==> src/rtl/jtag_host_shifter.sv <==
// rtl/jtag_host_shifter.sv - host-side JTAG driver running IR/DR scans against a TAP target
// Optional JTAG_HOST_TLR_CMD_EN adds cmd_tlr, a command that replays the TAP reset sequence.
module jtag_host_shifter #(
  parameter int MAX_LEN = 32,
  parameter int CLK_DIV = 2
) (
  input  logic               sysclk,
  input  logic               sys_reset,
  input  logic               cmd_valid,
  output logic               cmd_ready,
  input  logic               cmd_ir,
`ifdef JTAG_HOST_TLR_CMD_EN
  input  logic               cmd_tlr,
`endif
  input  logic [5:0]         cmd_len,
  input  logic [MAX_LEN-1:0] cmd_data,
  output logic               rsp_valid,
  output logic               rsp_err,
  output logic [MAX_LEN-1:0] rsp_data,
  output logic               busy,
  output logic               tck,
  output logic               tms,
  output logic               tdi,
  input  logic               tdo
);

  localparam int IW = $clog2(MAX_LEN);
  localparam int DW = (CLK_DIV > 1) ? $clog2(CLK_DIV) : 1;
  localparam logic [DW-1:0] DIV_LAST = DW'(CLK_DIV - 1);
  localparam logic [6:0] LEN_MAX = 7'(MAX_LEN);

  typedef enum logic [2:0] {INIT, IDLE, SEL, SHIFT, EXIT, DONE} state_t;

  state_t             state_q, state_d;
  logic [5:0]         step_q, step_d;
  logic [DW-1:0]      div_q, div_d;
  logic               tck_q, tck_d;
  logic               tms_q, tms_d;
  logic               tdi_q, tdi_d;
  logic               primed_q, primed_d;
  logic               tlr_q, tlr_d;
  logic               ir_q, ir_d;
  logic [5:0]         len_q, len_d;
  logic [MAX_LEN-1:0] data_q, data_d;
  logic [MAX_LEN-1:0] cap_q, cap_d;
  logic [MAX_LEN-1:0] rdata_q, rdata_d;
  logic               rerr_q, rerr_d;
  logic               cyc_end;
  logic               tlr_req;
  logic [5:0]         last_step;

`ifdef JTAG_HOST_TLR_CMD_EN
  assign tlr_req = cmd_tlr;
`else
  assign tlr_req = 1'b0;
`endif

  // TMS to present during tck cycle st of state s (applied at the falling edge).
  function automatic logic tms_for(state_t s, logic [5:0] st, logic ir, logic [5:0] len);
    case (s)
      INIT:    tms_for = (st != 6'd5);
      SEL:     tms_for = (st == 6'd0) || (ir && (st == 6'd1));
      SHIFT:   tms_for = (st == len - 6'd1);
      EXIT:    tms_for = (st == 6'd0);
      default: tms_for = 1'b0;
    endcase
  endfunction

  always_comb begin
    last_step = 6'd0;
    case (state_q)
      INIT:    last_step = 6'd5;
      SEL:     last_step = ir_q ? 6'd3 : 6'd2;
      SHIFT:   last_step = len_q - 6'd1;
      EXIT:    last_step = 6'd1;
      default: last_step = 6'd0;
    endcase
  end

  always_ff @(posedge sysclk) begin
    if (sys_reset) begin
      state_q  <= INIT;
      step_q   <= '0;
      div_q    <= '0;
      tck_q    <= 1'b0;
      tms_q    <= 1'b0;
      tdi_q    <= 1'b0;
      primed_q <= 1'b0;
      tlr_q    <= 1'b0;
      ir_q     <= 1'b0;
      len_q    <= '0;
      data_q   <= '0;
      cap_q    <= '0;
      rdata_q  <= '0;
      rerr_q   <= 1'b0;
    end else begin
      state_q  <= state_d;
      step_q   <= step_d;
      div_q    <= div_d;
      tck_q    <= tck_d;
      tms_q    <= tms_d;
      tdi_q    <= tdi_d;
      primed_q <= primed_d;
      tlr_q    <= tlr_d;
      ir_q     <= ir_d;
      len_q    <= len_d;
      data_q   <= data_d;
      cap_q    <= cap_d;
      rdata_q  <= rdata_d;
      rerr_q   <= rerr_d;
    end
  end

  always_comb begin
    state_d  = state_q;
    step_d   = step_q;
    div_d    = div_q;
    tck_d    = tck_q;
    tms_d    = tms_q;
    tdi_d    = tdi_q;
    primed_d = primed_q;
    tlr_d    = tlr_q;
    ir_d     = ir_q;
    len_d    = len_q;
    data_d   = data_q;
    cap_d    = cap_q;
    rdata_d  = rdata_q;
    rerr_d   = rerr_q;
    cyc_end  = 1'b0;

    case (state_q)
      IDLE: begin
        if (cmd_valid) begin
          ir_d   = cmd_ir;
          len_d  = cmd_len;
          data_d = cmd_data;
          cap_d  = '0;
          step_d = '0;
          div_d  = '0;
          tlr_d  = tlr_req;
          if (tlr_req) begin
            state_d  = INIT;
            primed_d = 1'b1;
            tms_d    = 1'b1;
          end else if ((cmd_len == 6'd0) || ({1'b0, cmd_len} > LEN_MAX)) begin
            state_d = DONE;
            rdata_d = '0;
            rerr_d  = 1'b1;
          end else begin
            state_d = SEL;
            tms_d   = 1'b1;
          end
        end
      end
      DONE: state_d = IDLE;
      INIT, SEL, SHIFT, EXIT: begin
        // After reset tms is still 0, so spend one idle-low cycle presenting the first TMS.
        if ((state_q == INIT) && !primed_q) begin
          primed_d = 1'b1;
          tms_d    = 1'b1;
          div_d    = '0;
        end else if (div_q == DIV_LAST) begin
          div_d   = '0;
          tck_d   = !tck_q;
          cyc_end = tck_q;
          if (!tck_q && (state_q == SHIFT))
            cap_d[step_q[IW-1:0]] = tdo;
        end else begin
          div_d = div_q + DW'(1);
        end
      end
      default: begin
        state_d  = INIT;
        primed_d = 1'b0;
      end
    endcase

    if (cyc_end) begin
      if (step_q != last_step) begin
        step_d = step_q + 6'd1;
      end else begin
        step_d = '0;
        case (state_q)
          INIT:    state_d = tlr_q ? DONE : IDLE;
          SEL:     state_d = SHIFT;
          SHIFT:   state_d = EXIT;
          default: state_d = DONE;
        endcase
        if (state_d == DONE) begin
          rdata_d = cap_q;
          rerr_d  = 1'b0;
        end
      end
      tms_d = tms_for(state_d, step_d, ir_q, len_q);
      tdi_d = (state_d == SHIFT) ? data_q[step_d[IW-1:0]] : 1'b0;
    end
  end

  assign cmd_ready = (state_q == IDLE);
  assign busy      = (state_q != IDLE);
  assign rsp_valid = (state_q == DONE);
  assign rsp_err   = rerr_q;
  assign rsp_data  = rdata_q;
  assign tck       = tck_q;
  assign tms       = tms_q;
  assign tdi       = tdi_q;

endmodule

==> config.mk <==
export PLATFORM = sky130hd
export DESIGN_NAME = jtag_host_shifter
export DESIGN_NICKNAME = d
export VERILOG_FILES = /design/src/rtl/jtag_host_shifter.sv
export SDC_FILE = /design/constraint.sdc
export NUM_CORES = 1
export LEC_CHECK = 0
export BUFFER_PORTS_ARGS = -buffer_cell sky130_fd_sc_hd__buf_2
export CORE_MARGIN = 8
export CORE_UTILIZATION = 45
export DETAILED_ROUTE_END_ITERATION = 6
export GPL_ROUTABILITY_DRIVEN = 0
export PLACE_DENSITY = 0.74
export REMOVE_ABC_BUFFERS = 1
export SETUP_SLACK_MARGIN = 0.5
export SLEW_MARGIN = 20
export SYNTH_ARGS = -nofsm -noshare
export SYNTH_HDL_FRONTEND = slang
export SYNTH_SLANG_ARGS = --single-unit
==> constraint.sdc <==
create_clock -name sysclk -period 3.2 [get_ports sysclk]
set_input_delay 0.32 -clock sysclk [delete_from_list [all_inputs] [get_ports sysclk]]
set_output_delay 0.32 -clock sysclk [all_outputs]
set_load 0.02 [all_outputs]
==> results of run 1 <==
timing repair:
| item | in CTS | in global routing |
|---|---|---|
| buffers inserted | 7 | 9 |
| pin swaps | 2 | 5 |
| resized for setup | 12 | 35 |
| hold buffers | 0 | 0 |
| cloned | 1 | 4 |
| setup endpoints to repair | 35 | 36 |
cell type report:
class	instances	share of cell area, %
clock buffer	23	6.53
tap	168	2.93
inverter	40	2.09
sequential	118	33.2
multi-input combinational	472	41.3
clock inverter	8	2.04
timing repair buffer	131	11.8
power groups by stage:
stage | clock, mW | combinational, mW | sequential (mW)
floorplan | 0 | 0.0254 | 1.51
global placement | 0 | 0.0869 | 1.51
detailed placement | 0 | 0.0901 | 1.51
CTS | 2.01 | 0.0925 | 1.48
global route | 2.09 | 0.109 | 1.47
finish | 2.00 | 0.102 | 1.48
state kept, by name (all words and copies together) (netlist names), 3 cells and up:
register and count:
cap_q 32, data_q 32, rsp_data 32, len_q 6
step_q 6, state_q 3
routing by layer:
| metal | track usage [%] | share of wire (%) |
|---|---|---|
| met2 | 31.4 | 48 |
| met3 | 5.74 | 7.8 |
| met5 | 0 | 0 |
| met1 | 22.2 | 42 |
| met4 | 7.34 | 2.1 |
stage by stage:
step	utilization (%)	setup TNS [ps]	instance area (sq um)	instances	setup slack [ps]
finish	59.2	0	7170	960	444
global route	59.2	0	7170	960	366
CTS	57.3	0	6940	947	502
detailed placement	51.3	0	6220	908	152
global placement	51.2	0	6210	907	18.4
floorplan	-	-13970	5370	630	-436
layout by cell type, fill, tap and decap left out, drive strengths merged, types with 4 or more instances in the layout:
cell type and instances:
a211oi 5, a21oi 90, a22o 32, and2 5
buf 130, bufinv 4, clkbuf 24, clkinv 4
dfxtp 118, ha 5, inv 39, mux2i 4
mux4 7, nand2 140, nand2b 8, nand3 16
nor2 31, nor3 13, nor4 5, o21ai 6
o32ai 31, or2 4, or3 7, xnor2 10
cell families after synthesis:
family / after synthesis / synth area share [%]
xor+xnor: 13 / 2.16
compound gates: 194 / 23.6
simple gates: 248 / 20.2
mux: 12 / 3.79
flops: 118 / 42.1
fa+ha+maj: 5 / 1.11
buf+inv: 96 / 7.05
worst max-delay path, cell delays in order, from the launching register on:
cell,delay [ps]
dfxtp_2,340
buf_6,150
ha_1,170
nand3_1,110
xnor2_1,160
or3_1,410
or2_2,330
o41ai_1,480
mux2i_1,160
a31oi_1,210
o21ai_1,100
worst max path at each step:
| stage | to | startpoint |
|---|---|---|
| floorplan | rsp_data[0] | len_q[0] |
| global placement | rsp_data[4] | len_q[0] |
| detailed placement | rsp_data[0] | len_q[0] |
| CTS | tms | len_q[0] |
| global route | tms | step_q[0] |
| finish | tms | step_q[0] |
==> flow_summary.ini, run 1 <==
[power]
p_sw_share_pct = 20.2
clock_power_share_pct = 55.9
vdd_drop_max_uv = 422
intPower_mw = 2.85
combPwrFrac_pct = 2.8
power-per-cell-area_nw_per_um2 = 498
power_mw = 3.57
leakage_nw = 2.69
switchingPower_uw = 721
seq_power_share_pct = 41.3

[synth]
synth_area_sq_um = 5610
synth_top_area_share_pct = 42.1
synth_cell_type_count = 65
ys_ff_latch = 118
synth_edf_count = 0
seq_area_frac_synth_pct = 42.1
synth_cells = 686
avgSynthCellArea_sq_um = 8.18
ys_async_sr_fraction_pct = 0
netlist_top_cells_area = dfxtp_1 (42%), nand2_1 (9.4%), a21oi_1 (8.0%), a22o_1 (5.0%), o32ai_1 (4.8%)
yosys_warnings = 0
synth-main-ff-cell = dfxtp_1
synth_top_area_cell = dfxtp_1
synthTopCellsByCount = nand2_1 (140), dfxtp_1 (118), a21oi_1 (90)
post-synth-top-count-cell = nand2_1

[route]
route.antenna.remaining_nets = 0
first_pass_iters = 6
routedWlPerCell_um = 16.9
vias = 5479
drtIter0Drc = 555
drc = 0
postRouteWirelength_um = 16200
drt-vias-per-instance = 5.71

[placement]
hpwl_um = 10000
io_buffers = 81

[worst_setup_path]
reg2regPathDepth = 10
cp-start-kind = flip-flop
endpoint_kind = flip-flop
crit_required_ps = 3490
r2r_end = tms
path_class = flip-flop to flip-flop
critPathMaxFanout = 8
cp.arrival_ps = 3040
r2r-start = step_q[0]
reg2reg_slack_ps = 440

[timing]
finalCritPeriodShare_pct = 86.1
whs_ps = 142
rsz0062_at_grt = yes
report.final.slew_viol_count = 0
finalHoldViolCount = 0
setup_viol = 0
tightest_slew_ps = 832
maxSlewHeadroom_pct = 44.6
finalClockSkew_ps = 9.98
fmax_mhz = 363
period_needed_ps = 2760

[cts]
clk_latency_ps = 410
path_clk_slew_ps = 50
clk_path_buf_depth = 2
root_buffer = clkbuf_16
h-tree-depth = 4
cts_buffers = 17
clock-sinks = 118
cts_tree = done

[floorplan]
die_area_sq_um = 16300
start_util_pct = 46.3
rows = 40
fp.dieW_um = 128
die_y_um = 128
num_io_pins = 82
core_sq_um = 12100

[hold_path]
whs_path_depth = 3
worstHoldEndpoint = data_q[8]
hold_start = cmd_data[8]
hp-class = input port to flip-flop

[flow_run]
max-cap-violations = 0

[layout]
nets = 828
regArea_sq_um = 2380
layout-drive-gt1-share_pct = 25.6
multi_input_area_sq_um = 2960
antennaDiodeCount = 0
area_growth_pct = 27.8
fill_cells = 1054

[run_status]
status = completed

[grt]
grt_usage_pct = 18.8
antenna_found_initial = 0
grt_max_degree = 46
gr-total-overflow = 0
grt_pass1_vias = 5346
grt_pass1_wl_um = 25200
(Power assumes the default switching activity.)
==> run 2: changes to the inputs <==
--- a/config.mk
+++ b/config.mk
@@ -5,6 +5,7 @@
 export SDC_FILE = /design/constraint.sdc
 export NUM_CORES = 1
 export LEC_CHECK = 0
+export ABC_AREA = 1
 export BUFFER_PORTS_ARGS = -buffer_cell sky130_fd_sc_hd__buf_2
 export CORE_MARGIN = 8
 export CORE_UTILIZATION = 45
==> run 2 against run 1 <==
Worst hold slack gained 16 ps. Cell count grew 5.0%. Flip-flop and latch count is the same. Via count shrank 3.3%. Sequential power is essentially flat. Maximum frequency grew 12%. Clock skew shrank 1.4 ps. Final area shrank 7.8%. First-iteration DRC count shrank 49%. Global-route usage shrank 0.88 points. Critical endpoint unchanged. Largest cell class unchanged.
==> flow_summary.ini, run 2 <==
[run_status]
status = completed

[grt]
use_met2_pct = 30.1
grt_pass1_vias = 4945
antenna_found_initial = 0
grt_max_degree = 64
grt_pass1_wl_um = 23500
grt_use_met1_pct = 21.3
gr-total-overflow = 0
busiest_layer = met2
met3_usage_pct = 5.03
grt_usage_pct = 17.9

[timing]
finalHoldViolCount = 0
maxSlewHeadroom_pct = 64.9
fmax_mhz = 408
tightest_slew_ps = 525
period_needed_ps = 2450
setup_viol = 0
finalCritPeriodShare_pct = 76.7
whs_ps = 158
report.final.slew_viol_count = 0
rsz0062_at_grt = yes
finalClockSkew_ps = 8.62

[synth]
synth_xor_area_share_pct = 0.479
synth_top_family_by_area = simple AND/OR/NAND/NOR gates
avgSynthCellArea_sq_um = 7.08
synth_cells = 775
netlist_top_cells_area = dfxtp_1 (43%), nand2_1 (12%), inv_1 (6.6%), a21oi_1 (5.9%), o32ai_1 (5.7%)
synthAdderAreaFrac_pct = 1.14
synth_top_area_cell = dfxtp_1
synthTopCellsByCount = nand2_1 (169), dfxtp_1 (118), inv_1 (97)
synth-main-ff-cell = dfxtp_1
synth_edf_count = 0
muxShareOfSynthArea_pct = 0.183
synth_cell_type_count = 35
ys_ff_latch = 118
synth_top_area_share_pct = 43.1
yosys.area_share.simple_pct = 23.0
synth_area_sq_um = 5480
seq_area_frac_synth_pct = 43.1
post-synth-top-count-cell = nand2_1
ys_async_sr_fraction_pct = 0
yosys_warnings = 0
synth_compound_area_share_pct = 21.8

[layout]
layout_common_cells = nand2_1 (167), dfxtp_1 (118), inv_1 (96)
multi_input_area_sq_um = 2570
regArea_sq_um = 2360
post-route-util_pct = 55.3
layout_commonest_cell = nand2_1
finalInstanceArea_sq_um = 6610
area_growth_pct = 20.6
nets = 898
antennaDiodeCount = 0
instances_no_fill = 1008
fill_cells = 1156
layout-drive-gt1-share_pct = 16.7

[hold_path]
hp-class = input port to flip-flop

[worst_setup_path]
endpoint_kind = flip-flop
crit_required_ps = 3490
path_class = flip-flop to flip-flop
cp-start-kind = flip-flop
cp.arrival_ps = 2740
critPathMaxFanout = 16

[cts]
path_clk_slew_ps = 50
cts_tree = done
clk_latency_ps = 420
cts_buffers = 17
root_buffer = clkbuf_16
hold_buffers = 0
clock-sinks = 118
clk_path_buf_depth = 2
h-tree-depth = 4

[route]
routedWlPerCell_um = 14.1
drtIter0Drc = 281
first_pass_iters = 5
vias = 5300
drc = 0
route.antenna.remaining_nets = 0
drt-vias-per-instance = 5.26
postRouteWirelength_um = 14200

[power]
clock_power_share_pct = 53.5
intPower_mw = 2.68
combPwrFrac_pct = 2.8
seq_power_share_pct = 43.7
leakage_nw = 2.65
p_sw_share_pct = 20.7
power-per-cell-area_nw_per_um2 = 511
switchingPower_uw = 699
vdd_drop_max_uv = 407

[placement]
place_inst = 971
hpwl_um = 9490
place_area_sq_um = 5980
io_buffers = 81

[floorplan]
start_util_pct = 45.8
rows = 40
die_area_sq_um = 16000
core_sq_um = 12000
num_io_pins = 82
die_y_um = 126
fp.dieW_um = 126

[flow_run]
max-cap-violations = 0
run 2: cell types whose count changed in the layout (fill, tap and decap cells not counted), moves of 25 or more:
| cell | before | now |
|---|---|---|
| o21ai_0 | 5 | 50 |
| o22ai_1 | 2 | 32 |
| inv_1 | 37 | 96 |
| nand3_1 | 15 | 40 |
| nand2_1 | 140 | 167 |
| a22o_1 | 32 | 0 |
| nor2_1 | 29 | 72 |
run 2: final timing paths:
kind / from / endpoint / depth (start not counted) / slack [ps]
max: len_q[0] / tms / 18 / 750
min: cmd_data[23] / data_q[23] / 3 / 160
max reg2reg: len_q[0] / tms / 18 / 750
min reg2reg: rsp_err / rsp_err / 2 / 440
run 2: cell type report:
class	count	area share, %
tap	147	2.78
clock buffer	21	6.96
clock inverter	9	1.57
inverter	101	5.73
multi-input combinational	511	38.8
timing repair buffer	101	8.40
sequential	118	35.7
run 2: metal layers:
metal / vias up / part of all wire [%]
met4: 0 / 1.3
li1: 2749 / -
met3: 16 / 6.0
met2: 165 / 48
met5: - / 0
met1: 2370 / 45
run 2: worst max-delay path: stages (launching register included):
cell	delay (ps)
dfxtp_1	340
inv_2	80
ha_1	350
nand2_1	100
nand2_1	50
nand2_1	60
nand2_1	80
inv_1	60
nand4_1	90
nor2_1	190
nand2_4	180
nand2_2	160
nand2_1	100
nor2_1	150
nand3_1	90
nand2_1	60
nand3_1	60
nand3_1	80
a21oi_1	50
run 2: repair_timing:
action | 4_1_cts | 5_1_grt
setup endpoints to repair | 0 | 3
buffers inserted | 0 | 7
gates resized for setup | 0 | 6
run 2: logic make-up after synthesis:
logic type	count (synthesis)
flops	118
xor+xnor	3
mux	1
buf+inv	146
simple gates	305
fa+ha+maj	5
compound gates	197
run 2: through the flow:
step / setup TNS (ps) / setup slack, ps / total power, mW
global route: 0 / 466 / 3.49
CTS: 0 / 546 / 3.41
global placement: 0 / 663 / 1.60
detailed placement: 0 / 588 / 1.60
floorplan: -8750 / -275 / 1.55
finish: 0 / 747 / 3.38
run 2: power groups by stage:
stage	sequential, mW	clock (mW)	combinational (mW)
final	1.48	1.81	0.0949
after global routing	1.48	1.91	0.106
after CTS	1.48	1.84	0.0953
after detailed placement	1.51	0	0.0943
after global placement	1.51	0	0.0945
after floorplan	1.51	0	0.0404
==> run 3: changes to the inputs <==
--- a/config.mk
+++ b/config.mk
@@ -5,7 +5,7 @@
 export SDC_FILE = /design/constraint.sdc
 export NUM_CORES = 1
 export LEC_CHECK = 0
-export ABC_AREA = 1
+export ABC_AREA = 0
 export BUFFER_PORTS_ARGS = -buffer_cell sky130_fd_sc_hd__buf_2
 export CORE_MARGIN = 8
 export CORE_UTILIZATION = 45
==> constraint.sdc (replaced) <==
create_clock -name sysclk -period 2.51 [get_ports sysclk]
set_input_delay 0.251 -clock sysclk [delete_from_list [all_inputs] [get_ports sysclk]]
set_output_delay 0.251 -clock sysclk [all_outputs]
set_load 0.02 [all_outputs]
==> run 3 against run 2 <==
The flow now finishes with violations (setup timing). First-iteration DRC count is 140% higher. Register-to-register slack worse by 900 ps. Sequential power is 27% higher. Sequential share of layout area is 4.1 points lower. Largest power group unchanged.
==> flow_summary.ini, run 3 (same netlist as run 1, synthesis figures left out) <==
[run_status]
violations = setup timing
status = finished with violations

[timing]
tightest_slew_ps = 607
period_needed_ps = 2670
finalCritPeriodShare_pct = 106
whs_ps = 71.0
setup_viol = 37
finalHoldViolCount = 0
finalClockSkew_ps = 6.42
setup_ws_ps = -156
report.final.slew_viol_count = 0
rsz0062_at_grt = yes
maxSlewHeadroom_pct = 59.4
finalSetupTns_ps = -1990
fmax_mhz = 375

[floorplan]
die_area_sq_um = 16300
fp.dieW_um = 128
die_y_um = 128
rows = 40
start_util_pct = 46.3
core_sq_um = 12100
num_io_pins = 82

[worst_setup_path]
cp-start-kind = flip-flop
slowest_delay_ps = 560
crit_path_cell_trace = or4_4, nor2_4, xnor2_2, buf_4, o211ai_1, o211ai_4, buf_6, buf_4, a21boi_0, o221ai_1, o21ai_1
path_class = flip-flop to flip-flop
crit_required_ps = 2840
crit_family = compound AO/OA/AOI/OAI gates
cp.arrival_ps = 3000
crit_slowest_cell = or4_4
critPathMaxFanout = 7
endpoint_kind = flip-flop
crit_top_cell = buf_4
cp_num_buf_inv = 3

[route]
first_pass_iters = 5
route.antenna.remaining_nets = 0
postRouteWirelength_um = 17100
drt-vias-per-instance = 5.79
drtIter0Drc = 663
routedWlPerCell_um = 17.3
vias = 5741
drc = 0

[grt]
gr-total-overflow = 0
antenna_found_initial = 0
grt_usage_pct = 19.8
grt_max_degree = 46
grt_pass1_wl_um = 26400
grt_pass1_vias = 5589

[placement]
io_buffers = 81
place_area_sq_um = 6500
hpwl_um = 10600
pre_cts_slack_ps = -439

[layout]
area_growth_pct = 33.5
layout_commonest_cell = nand2_1
nets = 859
layout_common_cells = nand2_1 (137), dfxtp_1 (113), a21oi_1 (87)
antennaDiodeCount = 0
finalInstanceArea_sq_um = 7490
layout-drive-gt1-share_pct = 30.2

[power]
vdd_drop_max_uv = 432
power_mw = 4.52
leakage_nw = 2.86
intPower_mw = 3.52
switchingPower_mw = 1.00
clock_power_share_pct = 55.5
p_sw_share_pct = 22.1
seq_power_share_pct = 41.6
power-per-cell-area_nw_per_um2 = 604
combPwrFrac_pct = 2.9

[cts]
clock-sinks = 118
root_buffer = clkbuf_16
clk_latency_ps = 410
path_clk_slew_ps = 60
cts_tree = done
cts_buffers = 17
h-tree-depth = 4
clk_path_buf_depth = 2

[hold_path]
hp-class = input port to flip-flop

[flow_run]
max-cap-violations = 0
==> run 3: cell count changes in the layout (fill, tap and decap cells not counted), moves of 30 or more <==
cell     delta
nand2_1    -30
buf_4      +49
a22o_1     +32
o22ai_1    -30
o21ai_0    -46
inv_1      -58
nor2_1     -44
==> run 3: layout make-up <==
type | count | area, sq um
Fill cell | 1037 | 4620
Multi-Input combinational cell | 472 | 3050
Sequential cell | 118 | 2370
Timing Repair Buffer | 162 | 1100
Clock buffer | 18 | 439
Tap cell | 168 | 210
Clock inverter | 14 | 173
Inverter | 40 | 150
==> run 3: path summary, 6_finish.rpt <==
path	endpoint	startpoint	cells past startpoint	slack, ps
max	tms	len_q[2]	11	-160
min reg2reg	data_q[28]	data_q[28]	2	460
max reg2reg	tms	len_q[2]	11	-160
min	data_q[26]	cmd_data[26]	3	70
==> run 3: metal layers <==
metal  vias to the layer above  global-route usage [%]  part of all wire [%]
met5                         -                       0                     0
met4                         0                    9.93                   3.0
met3                        59                    4.99                   7.6
met2                       286                    33.7                    49
met1                      2712                    22.5                    40
li1                       2684                       -                     -
==> run 3: metrics by stage <==
stage | util (%) | std cells
after floorplan | - | 630
after CTS | 60.3 | 985
final | 61.9 | 992
after detailed placement | 53.7 | 942
after global placement | 53.6 | 941
after global routing | 61.9 | 992
==> run 3: power groups by stage <==
stage / Sequential, mW / Clock (mW) / Combinational (mW)
after floorplan: 1.93 / 0 / 0.0324
after global placement: 1.92 / 0 / 0.115
after detailed placement: 1.92 / 0 / 0.120
after CTS: 1.88 / 2.53 / 0.126
after global routing: 1.88 / 2.62 / 0.140
final: 1.88 / 2.51 / 0.129
==> run 3: timing repair <==
action | in CTS | in global routing
pin swaps | 11 | 10
gates resized for setup | 28 | 19
endpoints found under the hold margin | 0 | 0
hold buffers | 0 | 0
setup buffers | 11 | 4
endpoints found under the setup margin | 70 | 118
gates cloned | 0 | 3
==> run 3: worst min-delay path, delay by kind of cell <==
family / cells / cell delay [ps]
AOI/OAI and AO/OA: 1 / 50
buffers and inverters: 1 / 100
and+or+nand+nor: 1 / 50
